===== config.mk =====
export PLATFORM = sky130hd
export DESIGN_NAME = fpu_issue_arb
export DESIGN_NICKNAME = d
export VERILOG_FILES = /design/src/rtl/fpu_arb_pkg.sv /design/src/rtl/bit_find_first_bit.sv /design/src/rtl/fpu_issue_arb_rr_pick.sv /design/src/rtl/fpu_issue_arb.sv
export SDC_FILE = /design/constraint.sdc
export NUM_CORES = 1
export LEC_CHECK = 0
export ABC_AREA = 1
export CAP_MARGIN = 5
export CORE_MARGIN = 2
export CORE_UTILIZATION = 34
export CTS_CLUSTER_DIAMETER = 80
export CTS_CLUSTER_SIZE = 12
export DETAILED_ROUTE_END_ITERATION = 10
export PLACE_DENSITY = 0.79
export SLEW_MARGIN = 25
export SYNTH_ARGS = -nofsm -noshare
export SYNTH_HDL_FRONTEND = slang
export SYNTH_SLANG_ARGS = --single-unit

===== constraint.sdc =====
create_clock -name clk -period 3.11 [get_ports clk]
set_input_delay 0.311 -clock clk [delete_from_list [all_inputs] [get_ports clk]]
set_output_delay 0.311 -clock clk [all_outputs]
set_load 0.02 [all_outputs]

===== src/rtl/fpu_arb_pkg.sv =====
// Shared types and default sizing for the FPU issue arbiter.
// Latency: n/a (declarations only).
// Backpressure: n/a.
package fpu_arb_pkg;

  typedef enum logic {
    ST_IDLE = 1'b0,
    ST_LOCK = 1'b1
  } arb_state_e;

  localparam int DEF_NREQ    = 4;
  localparam int DEF_WIDTH   = 32;
  localparam int DEF_CREDITS = 4;

endpackage


===== src/rtl/bit_find_first_bit.sv =====
// Index of the lowest set bit of a vector, plus a found flag.
// Latency: combinational.
// Backpressure: none.
module bit_find_first_bit #(
  parameter int N  = 4,
  parameter int IW = $clog2(N)
) (
  input  logic [N-1:0]  vec,
  output logic [IW-1:0] idx,
  output logic          found
);

  // Scan from the top down so the lowest set bit is the last write and wins
  always_comb begin
    idx   = '0;
    found = |vec;
    for (int i = N - 1; i >= 0; i--) begin
      if (vec[i]) idx = IW'(i);
    end
  end

endmodule


===== src/rtl/fpu_issue_arb_rr_pick.sv =====
// Round-robin pick: first requester at or above ptr, wrapping, as a one-hot select.
// Latency: combinational.
// Backpressure: none; any=0 when nothing is requesting.
module rr_pick #(
  parameter int NREQ = 4,
  parameter int IW   = $clog2(NREQ)
) (
  input  logic [NREQ-1:0] req,
  input  logic [IW-1:0]   ptr,
  output logic [NREQ-1:0] sel,
  output logic            any
);

  logic [2*NREQ-1:0] dbl;
  logic [NREQ-1:0]   rot;
  logic [IW-1:0]     ffb_idx;
  logic [IW:0]       sum;

  // Rotate so that position ptr lands at bit 0
  always_comb begin
    dbl = {req, req} >> ptr;
    rot = dbl[NREQ-1:0];
  end

  bit_find_first_bit #(.N(NREQ), .IW(IW)) u_ffb (
    .vec   (rot),
    .idx   (ffb_idx),
    .found (any)
  );

  // Rotate the found index back into requester numbering
  always_comb begin
    sum = {1'b0, ffb_idx} + {1'b0, ptr};
    if (sum >= (IW+1)'(NREQ)) sum = sum - (IW+1)'(NREQ);
    sel = any ? (NREQ'(1) << sum[IW-1:0]) : '0;
  end

endmodule


===== src/rtl/fpu_issue_arb.sv =====
// Round-robin issue arbiter: many beat sources onto one credit-limited FPU pipe input.
// Latency: gnt combinational; winning beat registered onto out_* one cycle later.
// Backpressure: no grant while credits==0; multi-beat ops hold the port until their last beat.
module fpu_issue_arb
  import fpu_arb_pkg::*;
#(
  parameter int NREQ    = DEF_NREQ,
  parameter int WIDTH   = DEF_WIDTH,
  parameter int CREDITS = DEF_CREDITS,
  parameter int IW      = $clog2(NREQ),
  parameter int CW      = $clog2(CREDITS + 1)
) (
  input  logic                  clk,
  input  logic                  rst,
  input  logic [NREQ-1:0]       req,
  input  logic [NREQ-1:0]       last,
  input  logic [NREQ*WIDTH-1:0] d_in,
  output logic [NREQ-1:0]       gnt,
  output logic                  out_vld,
  output logic [WIDTH-1:0]      out_data,
  output logic                  out_last,
  output logic [IW-1:0]         out_src,
  input  logic                  cred_ret,
  output logic [CW-1:0]         credits,
  output logic                  locked,
  output logic                  cred_err
);

  arb_state_e       state_q, state_d;
  logic [IW-1:0]    own_q, own_d;
  logic [IW-1:0]    ptr_q, ptr_d;
  logic [CW-1:0]    credits_q, credits_d;
  logic             err_q, err_d;
  logic             out_vld_q, out_vld_d;
  logic [WIDTH-1:0] out_data_q, out_data_d;
  logic             out_last_q, out_last_d;
  logic [IW-1:0]    out_src_q, out_src_d;

  logic [NREQ-1:0]  pick_sel;
  logic             pick_any;
  logic             grant;
  logic [IW-1:0]    gnt_idx;
  logic             gnt_last;
  logic [WIDTH-1:0] gnt_data;

  rr_pick #(.NREQ(NREQ), .IW(IW)) u_pick (
    .req (req),
    .ptr (ptr_q),
    .sel (pick_sel),
    .any (pick_any)
  );

  // Grant: round-robin when idle, owner only when locked, nothing without a credit
  always_comb begin
    gnt = '0;
    if (credits_q != '0) begin
      if (state_q == ST_IDLE) gnt = pick_any ? pick_sel : '0;
      else                    gnt = req & (NREQ'(1) << own_q);
    end
  end

  // Encode the winner and AND-OR mux its beat and last flag
  always_comb begin
    grant    = |gnt;
    gnt_last = |(gnt & last);
    gnt_idx  = '0;
    gnt_data = '0;
    for (int i = 0; i < NREQ; i++) begin
      if (gnt[i]) begin
        gnt_idx  = gnt_idx | IW'(i);
        gnt_data = gnt_data | d_in[i*WIDTH +: WIDTH];
      end
    end
  end

  // Next state: lock/unlock, pointer rotation on last beats, credit accounting
  always_comb begin
    state_d   = state_q;
    own_d     = own_q;
    ptr_d     = ptr_q;
    credits_d = credits_q;
    err_d     = err_q;
    if (grant) begin
      if (gnt_last) begin
        state_d = ST_IDLE;
        ptr_d   = (gnt_idx == IW'(NREQ - 1)) ? '0 : gnt_idx + IW'(1);
      end else begin
        state_d = ST_LOCK;
        own_d   = gnt_idx;
      end
    end
    // A grant only happens with credits>0, so the decrement cannot underflow
    if (grant && !cred_ret) begin
      credits_d = credits_q - CW'(1);
    end else if (!grant && cred_ret) begin
      if (credits_q == CW'(CREDITS)) err_d = 1'b1;
      else                           credits_d = credits_q + CW'(1);
    end
    out_vld_d  = grant;
    out_data_d = gnt_data;
    out_last_d = gnt_last;
    out_src_d  = gnt_idx;
  end

  // All state and the pipe-side output register
  always_ff @(posedge clk or negedge rst) begin
    if (!rst) begin
      state_q    <= ST_IDLE;
      own_q      <= '0;
      ptr_q      <= '0;
      credits_q  <= CW'(CREDITS);
      err_q      <= 1'b0;
      out_vld_q  <= 1'b0;
      out_data_q <= '0;
      out_last_q <= 1'b0;
      out_src_q  <= '0;
    end else begin
      state_q    <= state_d;
      own_q      <= own_d;
      ptr_q      <= ptr_d;
      credits_q  <= credits_d;
      err_q      <= err_d;
      out_vld_q  <= out_vld_d;
      out_data_q <= out_data_d;
      out_last_q <= out_last_d;
      out_src_q  <= out_src_d;
    end
  end

  assign out_vld  = out_vld_q;
  assign out_data = out_data_q;
  assign out_last = out_last_q;
  assign out_src  = out_src_q;
  assign credits  = credits_q;
  assign locked   = (state_q == ST_LOCK);
  assign cred_err = err_q;

endmodule


==> results summary <==
The clock passes through at most 2 buffers. The flop and latch count out of synthesis is between 40 and 50. The Yosys warning count is 0. The async set or reset register ratio after synthesis is between 90% and 100%. The synthesized area divided by synthesized cell count is 8.687 sq um. The number of cell instances on the worst register-to-register path came out at 20. In this run the critical register-to-register path is captured at credits[2]$_DFFE_PN1P_. Max-cap violations in this run came to 0.

The first-pass detailed-route iteration total is 5. Entering global routing, the biggest net connects 34 pins. The run finished with clean final reports. The count of pins on the block boundary came out at 184. For the pin with the worst max-slew slack, the measured transition is between 0.6 and 0.7 ns. The number of nets in the finished design came out at 677.

The sum of overflow across all layers after global routing came out at 0. The latest clock arrival within the worst-skew pair came out at 0.29 ns. The synthesized design spends more area on one cell type than any other, namely sky130_fd_sc_hd__dfrtp_1. The wire length of the first global-routing pass came out at 13660 um.

In this run the register-to-register setup slack is ~0.13 ns. The number of cell rows came out at 33. The required arrival time at the worst endpoint is 3.33 ns. STA classifies the critical path startpoint as an input pin. The switching power total is 3070 uW.

Summing every instance area after synthesis gives 2893 sq um. After synthesis, the cell types taking the most area are sky130_fd_sc_hd__dfrtp_1, sky130_fd_sc_hd__nand2_1, sky130_fd_sc_hd__nand4_2, sky130_fd_sc_hd__nand2_2, sky130_fd_sc_hd__buf_6. In this run the standard cell core region covers 8217 sq um.

The global-route usage over all layers came out at around a fifth. Of the post-synthesis cell area, the part taken by muxes is 0%. The die height came out at around 96 um. Summed over all nets, the half-perimeter wirelength after detailed placement is 7135 um. The arithmetic-cell share of the synthesized area counting full adders, half adders and majority gates is 1.990%. The share of the synthesized area in compound gates (AO/OA/AOI/OAI) is approximately 1.7%. The largest family of logic cells by synthesized area is simple AND/OR/NAND/NOR gates. Setup violations remaining at the end of the flow were counted as 0.

The routed via count divided by cell count came out at between 4 and 5. The count of flip-flops with a built-in enable after synthesis came out at 0. The post-synthesis sequential area ratio came out at about 40%. The leakage power summed over all cells came out at 0.002174 uW.

The die outline area came out at 9262 sq um. The hold violation count in the final report is 0. Setup repair after global routing could not meet its margin everywhere.

The worst-case IR drop observed on VDD is 525.7 uV. The worst hold path belongs to the class in2async. The number of global-route vias before repair came to 3001. The count of antenna-violating nets left after detailed routing came out at 0. The number of sinks on the clock net is 45. In this run the critical register-to-register path is launched from ptr_q[0]$_DFFE_PN0P_. The netlist uses 33 different library cells. The number of CTS-inserted buffers came out at 5. The storage element area is about 1100 sq um.

The final setup skew is 0.003518 ns. The internal power contribution came out at about 3200 uW. The H-tree was split into 2 levels. TritonCTS built the clock tree. Summing internal, switching and leakage power gives roughly 6300 uW. The worst pin sits at a relative slew slack of ~57%. 0 antenna diodes ended up in the layout.

The worst setup path category is in2reg. The total wirelength of the detailed-routed design came out at about 9300 um. The power density normalized to cell area came out at 1233 nW/um^2. Relative to the synthesized area, the layout overhead comes to 75.48%.

Derived from the worst setup path, the maximum achievable clock frequency is 0.3342 GHz. The origin of the worst setup path is req[1]. The logic gate share of total power came out at 77.1%. Cells fill around 60% of the core in the end.

The commonest register cell after synthesis is sky130_fd_sc_hd__dfrtp_1. In this run the biggest area consumer among cell types represents between 30% and 40% of the synthesized area. The net count after synthesis came out at 476. After the first detailed-routing iteration, the DRC count stood at between 90 and 100. The routed layout has 3025 vias.

The switching part of the total power came out at 49.05%. The number of slew-limit violations in the final report came out at 0. In this run the tool buffered the top-level ports with 183 buffer cells. After clock tree synthesis, the clock-pin slew on the worst setup and hold paths is 0.08 ns. The share of the cycle needed by the critical path after routing is slightly below 100%. Once the floorplan was initialized, standard cells occupied 35.21% of the core. The fraction of final layout cells sized beyond drive strength 1 came out at 24.49%. The number of filler instances in the final layout came out at 727.

For this run, design rule violations remaining after detail routing come to 0. The floorplan step set the die width to 96.24 um. The routability-driven placement congestion ratio is approximately 0.84. The time the worst path needs with I/O delays and setup is 2.992 ns.

The maximum fanout count along the critical path is 3. The share of the synthesized netlist area taken by xor and xnor gates came out at 1.211%. The number of cells after detailed placement is 627. The share of synthesized cell area in and, or, nand and nor gates is 47.15%. STA classifies the critical path endpoint as a register. The cell chosen for the clock root is sky130_fd_sc_hd__clkbuf_8.

The final cell count without fillers came out at 640. The number of antenna violations at the first check in global routing was 0. The multi-input gate area in the final layout is 1564 sq um.

Counting every instance in the synthesized netlist gives 333. The sequential share of power is 17.3%. The average wire per cell in the routed design came out at 14.51 um. The data arrival time of the critical path came out at between 3 and 4 ns.

The share of total power in the clock network is 5.6%.
==> per-layer routing <==
metal / wire length, um / vias to the layer above / global-route usage [%]
li1: - / 1472 / -
met1: 3330 / 1418 / 19.70
met2: 5153 / 121 / 37.79
met3: 630 / 14 / 5.012
met4: 172 / 0 / 5.952
met5: 0 / - / 0
==> what timing repair did <==
item | CTS | global route
pin swaps | 0 | 10
gates resized for setup | 6 | 15
setup buffers | 0 | 5
setup endpoints to repair | 5 | 6
hold buffers | 0 | 0
==> worst max path at each step <==
stage | cells after the start | end | slack [ns]
2_1_floorplan | 20 | credits[2]$_DFFE_PN1P_ | 0.21
3_3_place_gp | 20 | credits[2]$_DFFE_PN1P_ | -0.11
3_5_place_dp | 20 | credits[2]$_DFFE_PN1P_ | -0.27
4_1_cts | 19 | credits[2]$_DFFE_PN1P_ | 0.009
5_1_grt | 19 | credits[2]$_DFFE_PN1P_ | -0.06
6_report | 20 | credits[2]$_DFFE_PN1P_ | 0.12
==> layout by cell type, fill, tap and decap left out, types with 2 or more instances in the layout <==
| cell | count |
|---|---|
| sky130_fd_sc_hd__buf_12 | 4 |
| sky130_fd_sc_hd__buf_4 | 19 |
| sky130_fd_sc_hd__clkbuf_1 | 3 |
| sky130_fd_sc_hd__clkbuf_8 | 5 |
| sky130_fd_sc_hd__clkdlybuf4s50_1 | 178 |
| sky130_fd_sc_hd__dfrtp_1 | 42 |
| sky130_fd_sc_hd__dfrtp_2 | 2 |
| sky130_fd_sc_hd__dlygate4sd2_1 | 4 |
| sky130_fd_sc_hd__inv_1 | 15 |
| sky130_fd_sc_hd__inv_2 | 2 |
| sky130_fd_sc_hd__inv_4 | 3 |
| sky130_fd_sc_hd__nand2_1 | 128 |
| sky130_fd_sc_hd__nand2_2 | 42 |
| sky130_fd_sc_hd__nand2_4 | 6 |
| sky130_fd_sc_hd__nand3_1 | 9 |
| sky130_fd_sc_hd__nand3_2 | 10 |
| sky130_fd_sc_hd__nand4_1 | 8 |
| sky130_fd_sc_hd__nand4_2 | 25 |
| sky130_fd_sc_hd__nor2_1 | 4 |
| sky130_fd_sc_hd__o21ai_0 | 2 |
| sky130_fd_sc_hd__o21ai_1 | 2 |
| sky130_fd_sc_hd__xnor2_1 | 2 |
==> cell families after synthesis <==
| group | count (synthesis) |
|---|---|
| AO/OA/AOI/OAI | 8 |
| XOR/XNOR | 4 |
| adder cells (fa/ha/maj) | 4 |
| buffers and inverters | 35 |
| flip-flops | 45 |
| AND/OR/NAND/NOR | 237 |
==> cells in the mapped netlist (2+ instances only) <==
cell type                 count
sky130_fd_sc_hd__nand2_2     40
sky130_fd_sc_hd__buf_4        3
sky130_fd_sc_hd__ha_1         3
sky130_fd_sc_hd__xnor2_1      2
sky130_fd_sc_hd__dfrtp_1     44
sky130_fd_sc_hd__xor2_1       2
sky130_fd_sc_hd__nor2_1       4
sky130_fd_sc_hd__buf_12       3
sky130_fd_sc_hd__o21ai_0      2
sky130_fd_sc_hd__nand3_1     14
sky130_fd_sc_hd__nand4_2     25
sky130_fd_sc_hd__nand4_1      8
sky130_fd_sc_hd__inv_4        3
sky130_fd_sc_hd__nand3_2      5
sky130_fd_sc_hd__o21ai_1      2
sky130_fd_sc_hd__nand2_1    130
sky130_fd_sc_hd__inv_1       16
sky130_fd_sc_hd__nand2_4      6
sky130_fd_sc_hd__buf_6        7
==> flip-flops by register name, indices dropped and copies added, names as in the netlist <==
signal and cells:
cred_err 1, credits 3, locked 1, out_data 32, out_last 1, out_src 2
out_vld 1, own_q 2, ptr_q 2
==> area by class of cell <==
type	count	share of cell area, %
Timing Repair Buffer	207	40.82
Multi-Input combinational cell	253	30.81
Sequential cell	45	22.26
Tap cell	105	2.588
Inverter	22	1.947
Clock buffer	8	1.578
==> power groups by stage <==
stage	Sequential [uW]	Clock [uW]	Combinational, uW
6_report	1080	349	4830
5_1_grt	1120	395	5270
4_1_cts	1090	367	4670
3_5_place_dp	1100	0	4690
3_3_place_gp	1090	0	4590
2_1_floorplan	1420	0	2850
==> worst max-delay path: stages <==
cell and delay [ns]:
sky130_fd_sc_hd__clkdlybuf4s50_1 0.52, sky130_fd_sc_hd__nand2_1 0.09, sky130_fd_sc_hd__nand3_1 0.11, sky130_fd_sc_hd__nand2_2 0.06, sky130_fd_sc_hd__a21boi_2 0.15, sky130_fd_sc_hd__ha_2 0.19, sky130_fd_sc_hd__xor2_2 0.18, sky130_fd_sc_hd__inv_1 0.07
sky130_fd_sc_hd__nand3_2 0.10, sky130_fd_sc_hd__nand2_2 0.10, sky130_fd_sc_hd__nand2_1 0.07, sky130_fd_sc_hd__nand2_2 0.10, sky130_fd_sc_hd__nand2_4 0.08, sky130_fd_sc_hd__nand4_4 0.11, sky130_fd_sc_hd__ha_4 0.14, sky130_fd_sc_hd__inv_1 0.05
sky130_fd_sc_hd__fa_2 0.33, sky130_fd_sc_hd__xnor2_1 0.17, sky130_fd_sc_hd__nand3_1 0.11, sky130_fd_sc_hd__xnor2_1 0.17
==> through the flow <==
step | setup TNS [ns] | worst slack (ns) | hold slack, ns | area, sq um
global placement | -0.3939 | -0.1143 | 0.4560 | 4862
CTS | 0 | 0.008603 | 0.04501 | 4967
finish | 0 | 0.1181 | 0.03631 | 5076
floorplan | 0 | 0.2074 | 0.01541 | 2893
global route | -0.06611 | -0.06128 | 0.05428 | 5076
detailed placement | -0.9649 | -0.2663 | 0.3656 | 4890
Note: power is estimated with default switching activity, not from simulation.
